$ cat config.mk
export PLATFORM = sky130hd
export DESIGN_NAME = run_mode_decoder
export DESIGN_NICKNAME = d
export VERILOG_FILES = /design/src/rtl/run_mode_decoder_pkg.sv /design/src/rtl/run_mode_decoder_classifier.sv /design/src/rtl/run_mode_decoder.sv
export SDC_FILE = /design/constraint.sdc
export NUM_CORES = 1
export LEC_CHECK = 0
export ABC_AREA = 1
export CORE_MARGIN = 2
export CORE_UTILIZATION = 30
export DETAILED_ROUTE_END_ITERATION = 10
export PLACE_DENSITY_LB_ADDON = 0.12
export SETUP_SLACK_MARGIN = 0.3
export SYNTH_ARGS = -nofsm -noshare
export SYNTH_HDL_FRONTEND = slang
export SYNTH_SLANG_ARGS = --single-unit
$ cat constraint.sdc
create_clock -name clk -period 3.2 [get_ports clk]
set_input_delay 0.48 -clock clk [delete_from_list [all_inputs] [get_ports clk]]
set_output_delay 0.48 -clock clk [all_outputs]
set_load 0.005 [all_outputs]
$ cat src/rtl/run_mode_decoder_pkg.sv
// Shared definitions for the run-mode decoder: mode codes, FSM encodings,
// RUNindex width and the J (run-length order) table.
package run_mode_decoder_pkg;

  localparam int RI_W       = 5;
  localparam int LINE_W_DEF = 16;

  localparam logic [1:0] MODE_REGULAR       = 2'd0;
  localparam logic [1:0] MODE_RUN           = 2'd1;
  localparam logic [1:0] MODE_RUN_INTERRUPT = 2'd2;

  typedef enum logic [1:0] {
    ST_IDLE  = 2'd0,
    ST_FLAG  = 2'd1,
    ST_COUNT = 2'd2,
    ST_EMIT  = 2'd3
  } state_e;

  // Where the FSM goes once the pending run pixels have all been accepted.
  typedef enum logic [1:0] {
    NXT_FLAG = 2'd0,
    NXT_EOL  = 2'd1,
    NXT_INT  = 2'd2
  } emit_next_e;

  localparam logic [3:0] J_TABLE [0:31] = '{
    4'd0,  4'd0,  4'd0,  4'd0,  4'd1,  4'd1,  4'd1,  4'd1,
    4'd2,  4'd2,  4'd2,  4'd2,  4'd3,  4'd3,  4'd3,  4'd3,
    4'd4,  4'd4,  4'd5,  4'd5,  4'd6,  4'd6,  4'd7,  4'd7,
    4'd8,  4'd9,  4'd10, 4'd11, 4'd12, 4'd13, 4'd14, 4'd15
  };

  function automatic logic [3:0] j_of(input logic [RI_W-1:0] idx);
    j_of = J_TABLE[idx];
  endfunction

endpackage

$ cat src/rtl/run_mode_decoder_classifier.sv
// Combinational context test: the pixel is coded in run mode when all three
// local gradients are within NEAR.
module run_context_classifier
  import run_mode_decoder_pkg::*;
#(
  parameter int pixel_length = 8,
  parameter int NEAR         = 0
) (
  input  logic [pixel_length-1:0] a,
  input  logic [pixel_length-1:0] b,
  input  logic [pixel_length-1:0] c,
  input  logic [pixel_length-1:0] d,
  output logic                    is_run
);

  localparam logic [pixel_length:0] NEAR_V = NEAR[pixel_length:0];

  // Magnitude of x-y, formed as a signed difference one bit wider than a sample.
  function automatic logic [pixel_length:0] abs_diff(
    input logic [pixel_length-1:0] x,
    input logic [pixel_length-1:0] y
  );
    logic signed [pixel_length:0] df;
    df = $signed({1'b0, x}) - $signed({1'b0, y});
    if (df[pixel_length]) begin
      abs_diff = -df;
    end else begin
      abs_diff = df;
    end
  endfunction

  assign is_run = (abs_diff(d, b) <= NEAR_V) &&
                  (abs_diff(b, c) <= NEAR_V) &&
                  (abs_diff(c, a) <= NEAR_V);

endmodule

$ cat src/rtl/run_mode_decoder.sv
// Decoder-side run-mode handling: classifies each pixel request, consumes the
// run-length bits and replays the run pixel (Ra) until interruption or end of line.
module run_mode_decoder
  import run_mode_decoder_pkg::*;
#(
  parameter int pixel_length = 8,
  parameter int mode_length  = 2,
  parameter int LINE_W       = LINE_W_DEF,
  parameter int NEAR         = 0
) (
  input  logic                    clk,
  input  logic                    reset,
  input  logic                    sos,
  input  logic                    start_dec,
  input  logic [pixel_length-1:0] a,
  input  logic [pixel_length-1:0] b,
  input  logic [pixel_length-1:0] c,
  input  logic [pixel_length-1:0] d,
  input  logic [LINE_W-1:0]       line_remaining,
  input  logic                    bit_in,
  input  logic                    bit_valid,
  output logic                    bit_ready,
  output logic [pixel_length-1:0] pix_out,
  output logic                    pix_valid,
  input  logic                    pix_ready,
  output logic [mode_length-1:0]  mode,
  output logic                    mode_valid,
  output logic [RI_W-1:0]         run_index,
  output logic                    busy
);

  localparam logic [LINE_W-1:0] CNT_ONE = {{(LINE_W-1){1'b0}}, 1'b1};
  localparam logic [RI_W-1:0]   RI_MAX  = {RI_W{1'b1}};
  localparam logic [RI_W-1:0]   RI_ZERO = {RI_W{1'b0}};

  state_e                  state_q, state_d;
  emit_next_e              next_q, next_d;
  logic [pixel_length-1:0] ra_q, ra_d;
  logic [LINE_W-1:0]       rem_q, rem_d;
  logic [LINE_W-1:0]       cnt_q, cnt_d;
  logic [3:0]              nbits_q, nbits_d;
  logic [RI_W-1:0]         run_index_q, run_index_d;
  logic [mode_length-1:0]  mode_q, mode_d;
  logic                    mode_valid_q, mode_valid_d;

  logic                    is_run_s;
  logic [3:0]              j_s;
  logic [LINE_W-1:0]       rg_s;
  logic                    bit_take_s;
  logic [LINE_W-1:0]       shift_s;
  logic [LINE_W-1:0]       cnt_fin_s;
  logic [RI_W-1:0]         ri_inc_s;
  logic [RI_W-1:0]         ri_dec_s;
  logic [RI_W-1:0]         ri_hold_s;

  run_context_classifier #(
    .pixel_length(pixel_length),
    .NEAR        (NEAR)
  ) u_classifier (
    .a     (a),
    .b     (b),
    .c     (c),
    .d     (d),
    .is_run(is_run_s)
  );

  assign j_s        = j_of(run_index_q);
  assign rg_s       = CNT_ONE << j_s;
  assign bit_take_s = bit_valid && bit_ready;
  assign shift_s    = {cnt_q[LINE_W-2:0], bit_in};
  // A count reaching the end of line is a stream error; keep the interruption pixel on the line.
  assign cnt_fin_s  = (shift_s >= rem_q) ? (rem_q - CNT_ONE) : shift_s;
  assign ri_inc_s   = (run_index_q == RI_MAX)  ? run_index_q : (run_index_q + 5'd1);
  assign ri_dec_s   = (run_index_q == RI_ZERO) ? run_index_q : (run_index_q - 5'd1);
  // The interrupt pulse shows the pre-decrement index; the decrement lands at the end of that cycle.
  assign ri_hold_s  = (mode_valid_q && (mode_q == mode_length'(MODE_RUN_INTERRUPT))) ? ri_dec_s
                                                                                      : run_index_q;

  // Next-state, counter and mode-report logic of the run FSM.
  always_comb begin
    state_d      = state_q;
    next_d       = next_q;
    ra_d         = ra_q;
    rem_d        = rem_q;
    cnt_d        = cnt_q;
    nbits_d      = nbits_q;
    run_index_d  = ri_hold_s;
    mode_d       = mode_q;
    mode_valid_d = 1'b0;

    case (state_q)
      ST_IDLE: begin
        run_index_d = sos ? RI_ZERO : ri_hold_s;
        if (start_dec && is_run_s) begin
          ra_d    = a;
          rem_d   = line_remaining;
          state_d = ST_FLAG;
        end else if (start_dec) begin
          mode_d       = mode_length'(MODE_REGULAR);
          mode_valid_d = 1'b1;
        end else begin
          state_d = ST_IDLE;
        end
      end

      ST_FLAG: begin
        if (bit_take_s && bit_in) begin
          run_index_d = (rem_q >= rg_s) ? ri_inc_s : run_index_q;
          state_d     = ST_EMIT;
          if (rem_q > rg_s) begin
            cnt_d  = rg_s;
            rem_d  = rem_q - rg_s;
            next_d = NXT_FLAG;
          end else begin
            cnt_d  = rem_q;
            next_d = NXT_EOL;
          end
        end else if (bit_take_s && (j_s == 4'd0)) begin
          state_d      = ST_IDLE;
          mode_d       = mode_length'(MODE_RUN_INTERRUPT);
          mode_valid_d = 1'b1;
        end else if (bit_take_s) begin
          cnt_d   = {LINE_W{1'b0}};
          nbits_d = j_s;
          state_d = ST_COUNT;
        end else begin
          state_d = ST_FLAG;
        end
      end

      ST_COUNT: begin
        if (bit_take_s && (nbits_q == 4'd1)) begin
          if (cnt_fin_s == {LINE_W{1'b0}}) begin
            state_d      = ST_IDLE;
            mode_d       = mode_length'(MODE_RUN_INTERRUPT);
            mode_valid_d = 1'b1;
          end else begin
            cnt_d   = cnt_fin_s;
            next_d  = NXT_INT;
            state_d = ST_EMIT;
          end
        end else if (bit_take_s) begin
          cnt_d   = shift_s;
          nbits_d = nbits_q - 4'd1;
        end else begin
          state_d = ST_COUNT;
        end
      end

      ST_EMIT: begin
        if (pix_ready && (cnt_q == CNT_ONE)) begin
          case (next_q)
            NXT_FLAG: begin
              state_d = ST_FLAG;
            end
            NXT_EOL: begin
              state_d      = ST_IDLE;
              mode_d       = mode_length'(MODE_RUN);
              mode_valid_d = 1'b1;
            end
            default: begin
              state_d      = ST_IDLE;
              mode_d       = mode_length'(MODE_RUN_INTERRUPT);
              mode_valid_d = 1'b1;
            end
          endcase
        end else if (pix_ready) begin
          cnt_d = cnt_q - CNT_ONE;
        end else begin
          state_d = ST_EMIT;
        end
      end

      default: begin
        state_d = ST_IDLE;
      end
    endcase
  end

  // State and datapath registers with synchronous active-low reset.
  always_ff @(posedge clk) begin
    if (!reset) begin
      state_q      <= ST_IDLE;
      next_q       <= NXT_FLAG;
      ra_q         <= {pixel_length{1'b0}};
      rem_q        <= {LINE_W{1'b0}};
      cnt_q        <= {LINE_W{1'b0}};
      nbits_q      <= 4'd0;
      run_index_q  <= RI_ZERO;
      mode_q       <= {mode_length{1'b0}};
      mode_valid_q <= 1'b0;
    end else begin
      state_q      <= state_d;
      next_q       <= next_d;
      ra_q         <= ra_d;
      rem_q        <= rem_d;
      cnt_q        <= cnt_d;
      nbits_q      <= nbits_d;
      run_index_q  <= run_index_d;
      mode_q       <= mode_d;
      mode_valid_q <= mode_valid_d;
    end
  end

  assign bit_ready  = (state_q == ST_FLAG) || (state_q == ST_COUNT);
  assign pix_valid  = (state_q == ST_EMIT);
  assign pix_out    = ra_q;
  assign mode       = mode_q;
  assign mode_valid = mode_valid_q;
  assign run_index  = run_index_q;
  assign busy       = (state_q != ST_IDLE);

endmodule

==> flow_metrics.env <==
export IMPL_netlist_instances=1352
export IMPL_clock_path_buffers=2
export IMPL_ys_seq_elements=56
export IMPL_nets=1805
export IMPL_skew_ns=0.01091
export IMPL_timing_final_crit_share=1.011
export IMPL_outcome="finished, violations left"
export IMPL_io_pin_count=74
export IMPL_dpl_worst_slack_ns=-0.2577
export IMPL_clockRootBuffer="clkbuf_16"
export IMPL_cts_sinks=56
export IMPL_cp_start_kind="register"
export IMPL_core_mm2=0.02533
export IMPL_final_util=0.4913
export IMPL_dp_cells=1939
export IMPL_grt_overflow_total=0
export IMPL_syn_num_nets=1479
export IMPL_crit_fanout=6
export IMPL_r2r_cells=20
export IMPL_critical_path_class="register to register"
export IMPL_rows=58
export IMPL_grt_total_usage=0.2071
export IMPL_clkTransAtPathRegs_ns=0.08
export IMPL_hold_viol_final=0
export IMPL_antennaDiodeCount=0
export IMPL_holdPathEnd="pix_out[5]$_SDFFE_PN0P_"
export IMPL_yosys_top_cells_area="nand2_1 19%, dfxtp_1 14%, ha_1 11%"
export IMPL_max_freq_ghz=0.3090
export IMPL_grt_pass1_vias=9384
export IMPL_synth_top_cell_area_share=0.1852
export IMPL_grt_pass1_wl_mm=45.33
export IMPL_period_minus_slack_ns=3.237
export IMPL_powerDensity_mw_per_mm2=310.9
export IMPL_clock_latency_ns=0.31
export IMPL_area_growth_pct=60.26
export IMPL_fp_dieArea_mm2=0.02718
export IMPL_cts_tree="built"
export IMPL_drtIter0Drc=466
export IMPL_rsz0062_at_grt="yes"
export IMPL_drcViolationCount=0
export IMPL_totalWireLength_mm=28.49
export IMPL_worstSetupStartpoint="run_index[4]$_SDFFE_PN0P_"
export IMPL_hold_class="input pin to register"
export IMPL_cp_end_kind="register"
export IMPL_synth_area_leader_cell="nand2_1"
export IMPL_seq_area_frac_synth=0.1444
export IMPL_dpl_hpwl_mm=21.78
export IMPL_drive_gt1_frac=0.3347
export IMPL_hold_start="a[5]"
export IMPL_p_leak_nw=6.185
export IMPL_slew_violations=0
export IMPL_stdcell_count=2009
export IMPL_synth_cell_types=61
export IMPL_gp_congestion=0.8556
export IMPL_syn_cell_area_mm2=0.007764
export IMPL_synth_most_common_cell="nand2_1"
export IMPL_ctsHtreeMaxLevel=2
export IMPL_syn_avg_cell_area_um2=5.742
export IMPL_place_port_buffers=73
export IMPL_maxCapViolations=0
export IMPL_ant_nets=0
export IMPL_fin_ws_ns=-0.03659
export IMPL_dieWidth_um=164.9
export IMPL_ys_top_cells_by_count="383 x nand2_1, 197 x inv_1, 163 x nor2_1"
export IMPL_drtPass1Iterations=5
export IMPL_slew_headroom=0.3453
export IMPL_cp_required_ns=3.43
export IMPL_worst_slew_pin_slew_ns=0.9809
export IMPL_yosysWarningCount=0
export IMPL_grt_max_degree=34
export IMPL_antenna_found_initial=0
export IMPL_holdWs_ns=0.4937
export IMPL_rr_endpoint="rem_q[11]$_SDFFE_PN0P_"
export IMPL_violations="negative setup slack"
export IMPL_die_height_um=164.9
export IMPL_synth_edf_count=0
export IMPL_setup_viol=6
export IMPL_numCtsBuffers=5
export IMPL_vias=9618
export IMPL_viasPerCell=4.787
export IMPL_avgRoutedWirePerCell_um=14.18
export IMPL_start_util=0.3065
export IMPL_rrSetupSlack_ns=-0.04
export IMPL_total_power_mw=3.868
export IMPL_peakVddDrop_mv=0.2010
export IMPL_async_reset_ff_frac=0
export IMPL_arrival_ns=3.47
export IMPL_whs_path_depth=3
export IMPL_r2r_start="run_index[4]$_SDFFE_PN0P_"
export IMPL_ys_flop_type="dfxtp_1"
-- worst max-delay path, cell delays in order (launching register included) --
cell and delay (ns):
dfxtp_4 0.39, buf_6 0.13, o221ai_4 0.28, buf_6 0.17, nand2_8 0.06, nor2_4 0.12, inv_2 0.05, ha_4 0.26
nand4_1 0.13, nor3_2 0.22, buf_4 0.16, nand2_4 0.05, nand2_4 0.06, nand2_4 0.07, inv_8 0.09, nand2_4 0.05
a211oi_4 0.32, buf_12 0.20, buf_12 0.12, nand3_2 0.08, a21oi_2 0.14
-- layout make-up --
cell class	count	area, µm²
well taps	330	412.9
fillers	2565	12880
flip-flops and latches	56	1134
clock inverters	2	35.03
clock buffers	6	128.9
multi-input cells	1061	6948
repair buffers	350	3003
inverters	204	780.7
-- flip-flops by register name, summed over array words and instances, names as in the netlist --
name and flops:
mode 2, run_index 5, rem_q 16, next_q 2, state_q 2, nbits_q 4
cnt_q 16, pix_out 8, mode_valid 1
-- layout by cell type (no fill, tap or decap), types with 18 or more instances in the layout --
cell type        count
nand3_2             31
buf_4              250
buf_6               18
o21ai_0             44
nor2_1             139
inv_2               23
clkdlybuf4s50_1     47
nand2_2             51
nor2_4              21
dfxtp_1             50
ha_4                26
nand2_1            328
xor2_1              19
inv_1              176
ha_1                39
nand3_1             64
a21oi_2             23
nand4_1             31
a21oi_1             59
-- worst max path at each step --
stage	to	slack, ns	cells past startpoint
6_report	rem_q[11]$_SDFFE_PN0P_	-0.04	20
5_1_grt	rem_q[11]$_SDFFE_PN0P_	-0.17	20
4_1_cts	rem_q[11]$_SDFFE_PN0P_	0.02	21
3_5_place_dp	rem_q[11]$_SDFFE_PN0P_	-0.26	19
3_3_place_gp	rem_q[5]$_SDFFE_PN0P_	-0.28	19
2_1_floorplan	rem_q[8]$_SDFFE_PN0P_	0.007	23
-- report_power, final --
| group | switching, mW | internal [mW] |
|---|---|---|
| logic | 1.34 | 1.12 |
| clock network | 0.284 | 0.370 |
| registers | 0.0298 | 0.724 |
| total | 1.65 | 2.22 |
-- kinds of logic after synthesis --
logic type,count (synthesis),synth area share
buf+inv,238,0.1236
simple gates,747,0.4179
xor+xnor,27,0.03046
fa+ha+maj,72,0.1199
compound gates,210,0.1612
mux,2,0.002579
flops,56,0.1444
-- per-layer routing --
| layer | track usage | vias to the layer above | routed length, µm |
|---|---|---|---|
| met1 | 0.2559 | 4345 | 12800 |
| met3 | 0.01381 | 34 | 759 |
| met5 | 0 | - | 0 |
| li1 | - | 5071 | - |
| met4 | 0.06008 | 0 | 643 |
| met2 | 0.3842 | 168 | 14280 |
-- through the flow --
step	area (µm²)	TNS (ns)
after floorplan	7859	0
after global placement	10460	-8.638
after detailed placement	10460	-8.590
after CTS	11620	0
after global routing	12440	-3.356
final	12440	-0.1262
-- timing repair --
action                     CTS  global route
hold buffers                 0             0
pin swaps                   48           101
buffers inserted            42            13
setup endpoints to repair   52            52
gates resized for setup    153           189
gates cloned                 4             3
hold endpoints to repair     0             0
Note: power is estimated with default switching activity, not from simulation.
